`config.mk`:
```
export PLATFORM = sky130hd
export DESIGN_NAME = csr_ctrl_flat
export DESIGN_NICKNAME = d
export VERILOG_FILES = /design/src/rtl/csr_ctrl_if.sv /design/src/rtl/csr_ctrl.sv /design/src/flat_wrapper.sv
export SDC_FILE = /design/constraint.sdc
export NUM_CORES = 1
export LEC_CHECK = 0
export ABC_AREA = 0
export CORE_MARGIN = 4
export CORE_UTILIZATION = 42
export CTS_CLUSTER_DIAMETER = 200
export DETAILED_ROUTE_END_ITERATION = 10
export GPL_TIMING_DRIVEN = 1
export PLACE_DENSITY = 0.91
export SLEW_MARGIN = 15
export SYNTH_ARGS = -nofsm -noshare
export SYNTH_HDL_FRONTEND = slang
export SYNTH_SLANG_ARGS = --single-unit
```
`constraint.sdc`:
```
create_clock -name clk -period 2.5 [get_ports clk]
set_clock_uncertainty 0.05 [all_clocks]
set_input_delay 0.5 -clock clk [delete_from_list [all_inputs] [get_ports clk]]
set_output_delay 0.5 -clock clk [all_outputs]
set_load 0.005 [all_outputs]
```
`src/rtl/csr_ctrl_if.sv`:
```
// Bundle of every non-clock signal between csr_ctrl, the pipeline and the CSR file.
// csr_ctrl connects as slave; the pipeline/CSR-file side connects as master.
interface csr_ctrl_if #(
    parameter int XLEN       = 32,
    parameter int CSR_ADDR_W = 12
);
    logic                  csr_valid;
    logic                  csr_ready;
    logic [2:0]            csr_funct3;
    logic [CSR_ADDR_W-1:0] csr_addr;
    logic [4:0]            rs1_idx;
    logic [XLEN-1:0]       rs1_data;
    logic                  csr_done;
    logic [XLEN-1:0]       rd_data;
    logic                  illegal;
    logic                  trap_req;
    logic [XLEN-1:0]       trap_pc;
    logic [XLEN-1:0]       trap_cause;
    logic                  trap_ack;
    logic                  mret_req;
    logic                  mret_ack;
    logic                  busy;
    logic [CSR_ADDR_W-1:0] f_raddr;
    logic [XLEN-1:0]       f_rdata;
    logic                  f_we;
    logic [CSR_ADDR_W-1:0] f_waddr;
    logic [XLEN-1:0]       f_wdata;
    logic [XLEN-1:0]       mtvec;
    logic [XLEN-1:0]       mepc;
    logic                  pc_redirect;
    logic [XLEN-1:0]       pc_target;

    modport slave (
        input  csr_valid, csr_funct3, csr_addr, rs1_idx, rs1_data,
        input  trap_req, trap_pc, trap_cause, mret_req,
        input  f_rdata, mtvec, mepc,
        output csr_ready, csr_done, rd_data, illegal, trap_ack, mret_ack, busy,
        output f_raddr, f_we, f_waddr, f_wdata, pc_redirect, pc_target
    );

    modport master (
        output csr_valid, csr_funct3, csr_addr, rs1_idx, rs1_data,
        output trap_req, trap_pc, trap_cause, mret_req,
        output f_rdata, mtvec, mepc,
        input  csr_ready, csr_done, rd_data, illegal, trap_ack, mret_ack, busy,
        input  f_raddr, f_we, f_waddr, f_wdata, pc_redirect, pc_target
    );
endinterface

```
`src/rtl/csr_ctrl.sv`:
```
// CSR sequencer: Zicsr read-modify-write, two-write trap entry and mret, owning the
// single CSR-file write port and stalling the pipeline while a sequence runs.
module csr_ctrl #(
    parameter int XLEN       = 32,
    parameter int CSR_ADDR_W = 12
) (
    input logic       clk,
    input logic       rst_n,
    csr_ctrl_if.slave bus
);
    typedef enum logic [2:0] {
        S_IDLE, S_EXEC, S_TRAP_EPC, S_TRAP_CAUSE, S_TRAP_JUMP, S_MRET_JUMP
    } state_t;

    localparam logic [CSR_ADDR_W-1:0] ADDR_MEPC   = CSR_ADDR_W'(12'h341);
    localparam logic [CSR_ADDR_W-1:0] ADDR_MCAUSE = CSR_ADDR_W'(12'h342);

    state_t                state_q, state_d;
    logic [2:0]            funct3_q, funct3_d;
    logic [CSR_ADDR_W-1:0] addr_q, addr_d;
    logic [4:0]            rs1_idx_q, rs1_idx_d;
    logic [XLEN-1:0]       rs1_data_q, rs1_data_d;
    logic [XLEN-1:0]       tpc_q, tpc_d;
    logic [XLEN-1:0]       tcause_q, tcause_d;
    logic [XLEN-1:0]       rd_data_q, rd_data_d;

    logic [XLEN-1:0]       src;
    logic [XLEN-1:0]       rmw_wdata;
    logic                  op_legal;
    logic                  op_writes;

    // funct3[2] selects the zimm form; funct3[1:0] selects RW/RS/RC, 00 is illegal.
    always_comb begin
        src       = funct3_q[2] ? {{(XLEN-5){1'b0}}, rs1_idx_q} : rs1_data_q;
        op_legal  = (funct3_q[1:0] != 2'b00);
        op_writes = op_legal && ((funct3_q[1:0] == 2'b01) || (rs1_idx_q != 5'd0));
        case (funct3_q[1:0])
            2'b01:   rmw_wdata = src;
            2'b10:   rmw_wdata = bus.f_rdata | src;
            2'b11:   rmw_wdata = bus.f_rdata & ~src;
            default: rmw_wdata = '0;
        endcase
    end

    always_comb begin
        state_d    = state_q;
        funct3_d   = funct3_q;
        addr_d     = addr_q;
        rs1_idx_d  = rs1_idx_q;
        rs1_data_d = rs1_data_q;
        tpc_d      = tpc_q;
        tcause_d   = tcause_q;
        rd_data_d  = rd_data_q;
        case (state_q)
            S_IDLE: begin
                if (bus.trap_req) begin
                    tpc_d    = bus.trap_pc;
                    tcause_d = bus.trap_cause;
                    state_d  = S_TRAP_EPC;
                end else if (bus.mret_req) begin
                    state_d = S_MRET_JUMP;
                end else if (bus.csr_valid) begin
                    funct3_d   = bus.csr_funct3;
                    addr_d     = bus.csr_addr;
                    rs1_idx_d  = bus.rs1_idx;
                    rs1_data_d = bus.rs1_data;
                    state_d    = S_EXEC;
                end
            end
            S_EXEC: begin
                if (op_legal) rd_data_d = bus.f_rdata;
                state_d = S_IDLE;
            end
            S_TRAP_EPC:   state_d = S_TRAP_CAUSE;
            S_TRAP_CAUSE: state_d = S_TRAP_JUMP;
            default:      state_d = S_IDLE;
        endcase
    end

    always_ff @(posedge clk or negedge rst_n) begin
        if (!rst_n) begin
            state_q    <= S_IDLE;
            funct3_q   <= '0;
            addr_q     <= '0;
            rs1_idx_q  <= '0;
            rs1_data_q <= '0;
            tpc_q      <= '0;
            tcause_q   <= '0;
            rd_data_q  <= '0;
        end else begin
            state_q    <= state_d;
            funct3_q   <= funct3_d;
            addr_q     <= addr_d;
            rs1_idx_q  <= rs1_idx_d;
            rs1_data_q <= rs1_data_d;
            tpc_q      <= tpc_d;
            tcause_q   <= tcause_d;
            rd_data_q  <= rd_data_d;
        end
    end

    // Outputs decode the current state; the CSR file read is combinational, so
    // rd_data and the RMW result are presented in the EXEC cycle itself.
    always_comb begin
        bus.csr_ready   = (state_q == S_IDLE) && !bus.trap_req && !bus.mret_req;
        bus.busy        = (state_q != S_IDLE);
        bus.csr_done    = 1'b0;
        bus.illegal     = 1'b0;
        bus.rd_data     = rd_data_q;
        bus.trap_ack    = 1'b0;
        bus.mret_ack    = 1'b0;
        bus.f_raddr     = '0;
        bus.f_we        = 1'b0;
        bus.f_waddr     = '0;
        bus.f_wdata     = '0;
        bus.pc_redirect = 1'b0;
        bus.pc_target   = '0;
        case (state_q)
            S_EXEC: begin
                bus.f_raddr  = addr_q;
                bus.csr_done = op_legal;
                bus.illegal  = !op_legal;
                if (op_legal) bus.rd_data = bus.f_rdata;
                if (op_writes) begin
                    bus.f_we    = 1'b1;
                    bus.f_waddr = addr_q;
                    bus.f_wdata = rmw_wdata;
                end
            end
            S_TRAP_EPC: begin
                bus.f_we    = 1'b1;
                bus.f_waddr = ADDR_MEPC;
                bus.f_wdata = {tpc_q[XLEN-1:2], 2'b00};
            end
            S_TRAP_CAUSE: begin
                bus.f_we    = 1'b1;
                bus.f_waddr = ADDR_MCAUSE;
                bus.f_wdata = tcause_q;
            end
            S_TRAP_JUMP: begin
                bus.pc_redirect = 1'b1;
                bus.pc_target   = {bus.mtvec[XLEN-1:2], 2'b00};
                bus.trap_ack    = 1'b1;
            end
            S_MRET_JUMP: begin
                bus.pc_redirect = 1'b1;
                bus.pc_target   = {bus.mepc[XLEN-1:2], 2'b00};
                bus.mret_ack    = 1'b1;
            end
            default: ;
        endcase
    end
endmodule

```
`src/flat_wrapper.sv`:
```
// flat-port wrapper written by rule: the top's interface ports become plain ports
module csr_ctrl_flat 
#(
    parameter int XLEN       = 32,
    parameter int CSR_ADDR_W = 12
)
  (clk, rst_n, bus_csr_valid, bus_csr_funct3, bus_csr_addr, bus_rs1_idx, bus_rs1_data, bus_trap_req, bus_trap_pc, bus_trap_cause, bus_mret_req, bus_f_rdata, bus_mtvec, bus_mepc, bus_csr_ready, bus_csr_done, bus_rd_data, bus_illegal, bus_trap_ack, bus_mret_ack, bus_busy, bus_f_raddr, bus_f_we, bus_f_waddr, bus_f_wdata, bus_pc_redirect, bus_pc_target);
  csr_ctrl_if #(.XLEN(XLEN), .CSR_ADDR_W(CSR_ADDR_W)) bus_i ();
  input logic clk;
  input logic rst_n;
  input wire logic [$bits(bus_i.csr_valid)-1:0] bus_csr_valid;
  input wire logic [$bits(bus_i.csr_funct3)-1:0] bus_csr_funct3;
  input wire logic [$bits(bus_i.csr_addr)-1:0] bus_csr_addr;
  input wire logic [$bits(bus_i.rs1_idx)-1:0] bus_rs1_idx;
  input wire logic [$bits(bus_i.rs1_data)-1:0] bus_rs1_data;
  input wire logic [$bits(bus_i.trap_req)-1:0] bus_trap_req;
  input wire logic [$bits(bus_i.trap_pc)-1:0] bus_trap_pc;
  input wire logic [$bits(bus_i.trap_cause)-1:0] bus_trap_cause;
  input wire logic [$bits(bus_i.mret_req)-1:0] bus_mret_req;
  input wire logic [$bits(bus_i.f_rdata)-1:0] bus_f_rdata;
  input wire logic [$bits(bus_i.mtvec)-1:0] bus_mtvec;
  input wire logic [$bits(bus_i.mepc)-1:0] bus_mepc;
  output wire logic [$bits(bus_i.csr_ready)-1:0] bus_csr_ready;
  output wire logic [$bits(bus_i.csr_done)-1:0] bus_csr_done;
  output wire logic [$bits(bus_i.rd_data)-1:0] bus_rd_data;
  output wire logic [$bits(bus_i.illegal)-1:0] bus_illegal;
  output wire logic [$bits(bus_i.trap_ack)-1:0] bus_trap_ack;
  output wire logic [$bits(bus_i.mret_ack)-1:0] bus_mret_ack;
  output wire logic [$bits(bus_i.busy)-1:0] bus_busy;
  output wire logic [$bits(bus_i.f_raddr)-1:0] bus_f_raddr;
  output wire logic [$bits(bus_i.f_we)-1:0] bus_f_we;
  output wire logic [$bits(bus_i.f_waddr)-1:0] bus_f_waddr;
  output wire logic [$bits(bus_i.f_wdata)-1:0] bus_f_wdata;
  output wire logic [$bits(bus_i.pc_redirect)-1:0] bus_pc_redirect;
  output wire logic [$bits(bus_i.pc_target)-1:0] bus_pc_target;
  assign bus_i.csr_valid = bus_csr_valid;
  assign bus_i.csr_funct3 = bus_csr_funct3;
  assign bus_i.csr_addr = bus_csr_addr;
  assign bus_i.rs1_idx = bus_rs1_idx;
  assign bus_i.rs1_data = bus_rs1_data;
  assign bus_i.trap_req = bus_trap_req;
  assign bus_i.trap_pc = bus_trap_pc;
  assign bus_i.trap_cause = bus_trap_cause;
  assign bus_i.mret_req = bus_mret_req;
  assign bus_i.f_rdata = bus_f_rdata;
  assign bus_i.mtvec = bus_mtvec;
  assign bus_i.mepc = bus_mepc;
  assign bus_csr_ready = bus_i.csr_ready;
  assign bus_csr_done = bus_i.csr_done;
  assign bus_rd_data = bus_i.rd_data;
  assign bus_illegal = bus_i.illegal;
  assign bus_trap_ack = bus_i.trap_ack;
  assign bus_mret_ack = bus_i.mret_ack;
  assign bus_busy = bus_i.busy;
  assign bus_f_raddr = bus_i.f_raddr;
  assign bus_f_we = bus_i.f_we;
  assign bus_f_waddr = bus_i.f_waddr;
  assign bus_f_wdata = bus_i.f_wdata;
  assign bus_pc_redirect = bus_i.pc_redirect;
  assign bus_pc_target = bus_i.pc_target;
  csr_ctrl #(.XLEN(XLEN), .CSR_ADDR_W(CSR_ADDR_W)) u_core (.clk(clk), .rst_n(rst_n), .bus(bus_i));
endmodule
```
==> flow_metrics.py <==
metrics = {
    "cells_and_area": {
        "drive_above_1_share_pct": 41.2,
        "syn2layout_area_growth_pct": 74.5,
        "num-nets-final": 1228,
        "fin_util_pct": 74.9,
        "antenna_cells": 0,
        "fillers": 1064,
        "stdcell_count": 1249,
    },
    "outcome": {
        "violations": "negative setup slack",
        "outcome": "finished, violations left",
    },
    "pwr": {
        "p_int_uw": 10800,
        "powerDensity_nw_per_um2": 1300,
        "p_sw_share_pct": 35.9,
        "p_seq_share_pct": 25.9,
        "power_switching_uw": 6070,
        "pwr-share-comb_pct": 57.2,
        "peakVddDrop_v": 0.000674,
        "p_leak_uw": 0.00618,
        "clkPwrFrac_pct": 16.9,
    },
    "clocking": {
        "ctsRootBufferMaster": "clkbuf_16",
        "cts_sinks": 149,
        "cts.htree.levels": 4,
        "path_clk_slew_ps": 60,
        "clk_latency_ps": 420,
        "cts_tree": "done",
        "cts-hold-fix-buffers": 0,
        "cts_buffers": 17,
        "clock_path_buffers": 2,
    },
    "synth": {
        "synth-xor-area-share_pct": 0.118,
        "synth_top_cell_by_area": "dfrtp_1",
        "synth-compound-area-share_pct": 6.23,
        "syn_inst": 620,
        "syn-mean-instance-area_sq_um": 12.0,
        "synth_seq_cells": 149,
        "synthAdderAreaFrac_pct": 0,
        "synthSimpleGateAreaFrac_pct": 9.12,
        "syn_area_sq_um": 7450,
        "yosysUniqueCellTypes": 36,
        "ys_seq_area_share_pct": 50.0,
        "yosysTopAreaCellShare_pct": 50.0,
        "synth_warnings": 0,
        "synthMuxAreaShare_pct": 30.8,
        "synth_top_family_by_area": "multiplexers",
        "netlist_top_cells_area": "dfrtp_1 (50%), mux2_2 (22%), mux2i_1 (8.7%)",
    },
    "min_path": {
        "hold_path.class": "primary input to async pin",
    },
    "place": {
        "dp_cells": 1167,
        "dp_hpwl_mm": 18.5,
        "gp_congestion": 0.852,
        "io_buffer_count": 336,
    },
    "detailed_routing": {
        "route.detailed.wl_per_inst_um": 23.2,
        "drc": 0,
        "totalWireLength_mm": 29.0,
        "ant_nets": 0,
        "num_vias": 6798,
        "vias_per_cell": 5.44,
        "dr.pass1.iters": 4,
        "initialDrtViolationCount": 325,
    },
    "grt": {
        "antenna_found_initial": 2,
        "grt_max_degree": 62,
        "grt_pass1_vias": 7167,
        "grt_use_total_pct": 26.2,
        "grt_overflow": 0,
        "grt_first_pass_wirelength_mm": 40.2,
    },
    "critical_path": {
        "crit_path_top_delay_cell": "dfrtp_4",
        "slowest_delay_ps": 430,
        "worst_setup_path_start_kind": "flop",
        "critPathTopFamily": "buffers and inverters",
        "cpMostUsedCell": "buf_12",
        "cp.required_ps": 1950,
        "crit_chain": "nor3b_4, o21a_4, buf_12, buf_12, buf_4, mux2_4, buf_6",
        "crit_path_end_kind": "output pin",
        "cp_data_arrival_time_ps": 2160,
        "criticalPathCategory": "flop to output pin",
        "worst-path-max-fanout": 7,
        "cp_num_buf_inv": 4,
    },
    "sta": {
        "max_freq_mhz": 369,
        "rsz0062_at_grt": "yes",
        "setup_ws_ps": -208,
        "final_max_slew_viol_count": 0,
        "slew_headroom_pct": 59.2,
        "worst_pin_slew_ps": 612,
        "tns_ps": -5090,
        "fin_crit_ps": 2710,
        "timing.final.crit_share_pct": 108,
        "finalSetupViolCount": 64,
        "finalHoldViolCount": 0,
    },
    "die": {
        "die-area_sq_um": 19900,
        "design.core.area_sq_um": 17400,
        "die_x_um": 141,
        "start_util_pct": 42.9,
        "io_pins": 345,
        "die_y_um": 141,
        "placement_rows": 48,
    },
    "job": {
        "maxCapViolations": 0,
    },
}
==> stage by stage <==
step                area, sq um  worst slack (ps)  hold WS, ps  power [uW]
detailed placement        11200              -104          435       11900
global placement          11200              -104          429       11600
CTS                       12300              -325         28.2       15600
floorplan                  7460               305          154        8140
finish                    13000              -208         11.9       16900
global route              13000              -252         42.3       17700
==> final timing paths <==
path                                      from               endpoint  slack [ps]  cells past startpoint
min in group clk           u_core.rd_data_q[1]    u_core.rd_data_q[1]         450                      1
setup / recovery             u_core.state_q[0]        bus_rd_data[16]        -210                      7
max in group asynchronous                rst_n    u_core.tcause_q[22]        1730                      2
setup reg to reg             u_core.state_q[0]  u_core.rs1_data_q[23]         240                      7
hold reg to reg            u_core.rd_data_q[1]    u_core.rd_data_q[1]         450                      1
hold / removal                           rst_n   u_core.rd_data_q[18]          10                      1
==> routing by layer <==
| metal | global-route usage, % | vias to the layer above | wire length (um) |
|---|---|---|---|
| met1 | 28.4 | 3374 | 10200 |
| met2 | 48.0 | 337 | 15300 |
| met3 | 7.90 | 72 | 2290 |
| met5 | 0 | - | 22 |
| met4 | 9.79 | 4 | 1080 |
| li1 | - | 3011 | - |
==> synthesized netlist by cell type <==
cell,instances
xnor2_1,1
nand2b_1,29
buf_6,5
and2_1,13
nor3_4,1
clkbuf_1,27
or3_4,1
nor3b_1,2
nor3_1,2
a22o_1,1
nor4_1,1
nand2_1,3
buf_4,8
conb_1,1
a21oi_1,1
and3_1,7
mux2_2,146
dfrtp_1,149
nor2_1,68
a21o_1,3
o21a_1,1
buf_2,8
a31oi_1,31
nand3_1,2
o2111ai_1,1
a32o_1,2
nor2b_1,1
o21ai_0,2
nand2_4,1
buf_1,1
and2_0,1
mux2i_1,65
o22ai_1,30
inv_1,3
nor2_2,1
nand3b_1,1
==> flip-flops by register name (all words and copies together) (netlist names) <==
signal,count
u_core.tpc_q,30
u_core.rs1_idx_q,5
u_core.rs1_data_q,32
u_core.funct3_q,3
u_core.tcause_q,32
u_core.state_q,3
u_core.rd_data_q,32
u_core.addr_q,12
==> worst reg2reg max path, cell delays in order, from the launching register on <==
cell,delay (ps)
dfrtp_4,490
buf_12,170
or3_4,410
nor3_4,200
buf_4,140
nand2_4,120
buf_12,230
mux2_2,320
==> cells by family after synthesis <==
logic type / Yosys count
other: 1
XOR/XNOR: 1
AO/OA/AOI/OAI: 72
AND/OR/NAND/NOR: 134
flip-flops: 149
buffers and inverters: 52
multiplexers: 211
==> power groups by stage <==
stage,clock (uW),sequential (uW),combinational (uW)
floorplan,0,4060,4070
global placement,0,4210,7430
detailed placement,0,4310,7630
CTS,2890,4310,8360
global route,2990,4460,10200
finish,2870,4380,9670
==> final cells by class <==
cell class	count	area, sq um	area share [%]
Sequential cell	149	3730	28.7
Tap cell	225	282	2.16
Multi-Input combinational cell	420	4080	31.4
Timing Repair Buffer	420	4240	32.6
Clock buffer	20	457	3.51
Clock inverter	12	201	1.55
Inverter	3	11.3	0.0866
==> placed cells by master (no fill, tap or decap), types with 3 or more instances in the layout <==
master	instances
a21o_1	3
a31oi_1	21
a31oi_2	9
and2_1	13
and3_4	7
buf_12	16
buf_16	4
buf_2	33
buf_4	42
buf_6	29
buf_8	3
bufinv_16	5
clkbuf_16	21
clkbuf_2	30
clkdlybuf4s50_1	211
clkinv_4	3
dfrtp_1	146
dlygate4sd2_1	12
dlymetal6s2s_1	34
inv_1	3
mux2_2	117
mux2_4	29
mux2i_1	55
mux2i_2	9
nand2b_1	28
nor2_1	57
nor2_2	9
nor2_4	3
o22ai_2	20
o22ai_4	10
==> timing repair <==
action                                  CTS  global route
gates resized for setup                 258           244
endpoints found under the setup margin  122           116
setup buffers                            14            31
cloned                                    6             4
pin swaps                                 8            44
No activity file was read; power rests on OpenSTA's default activity.
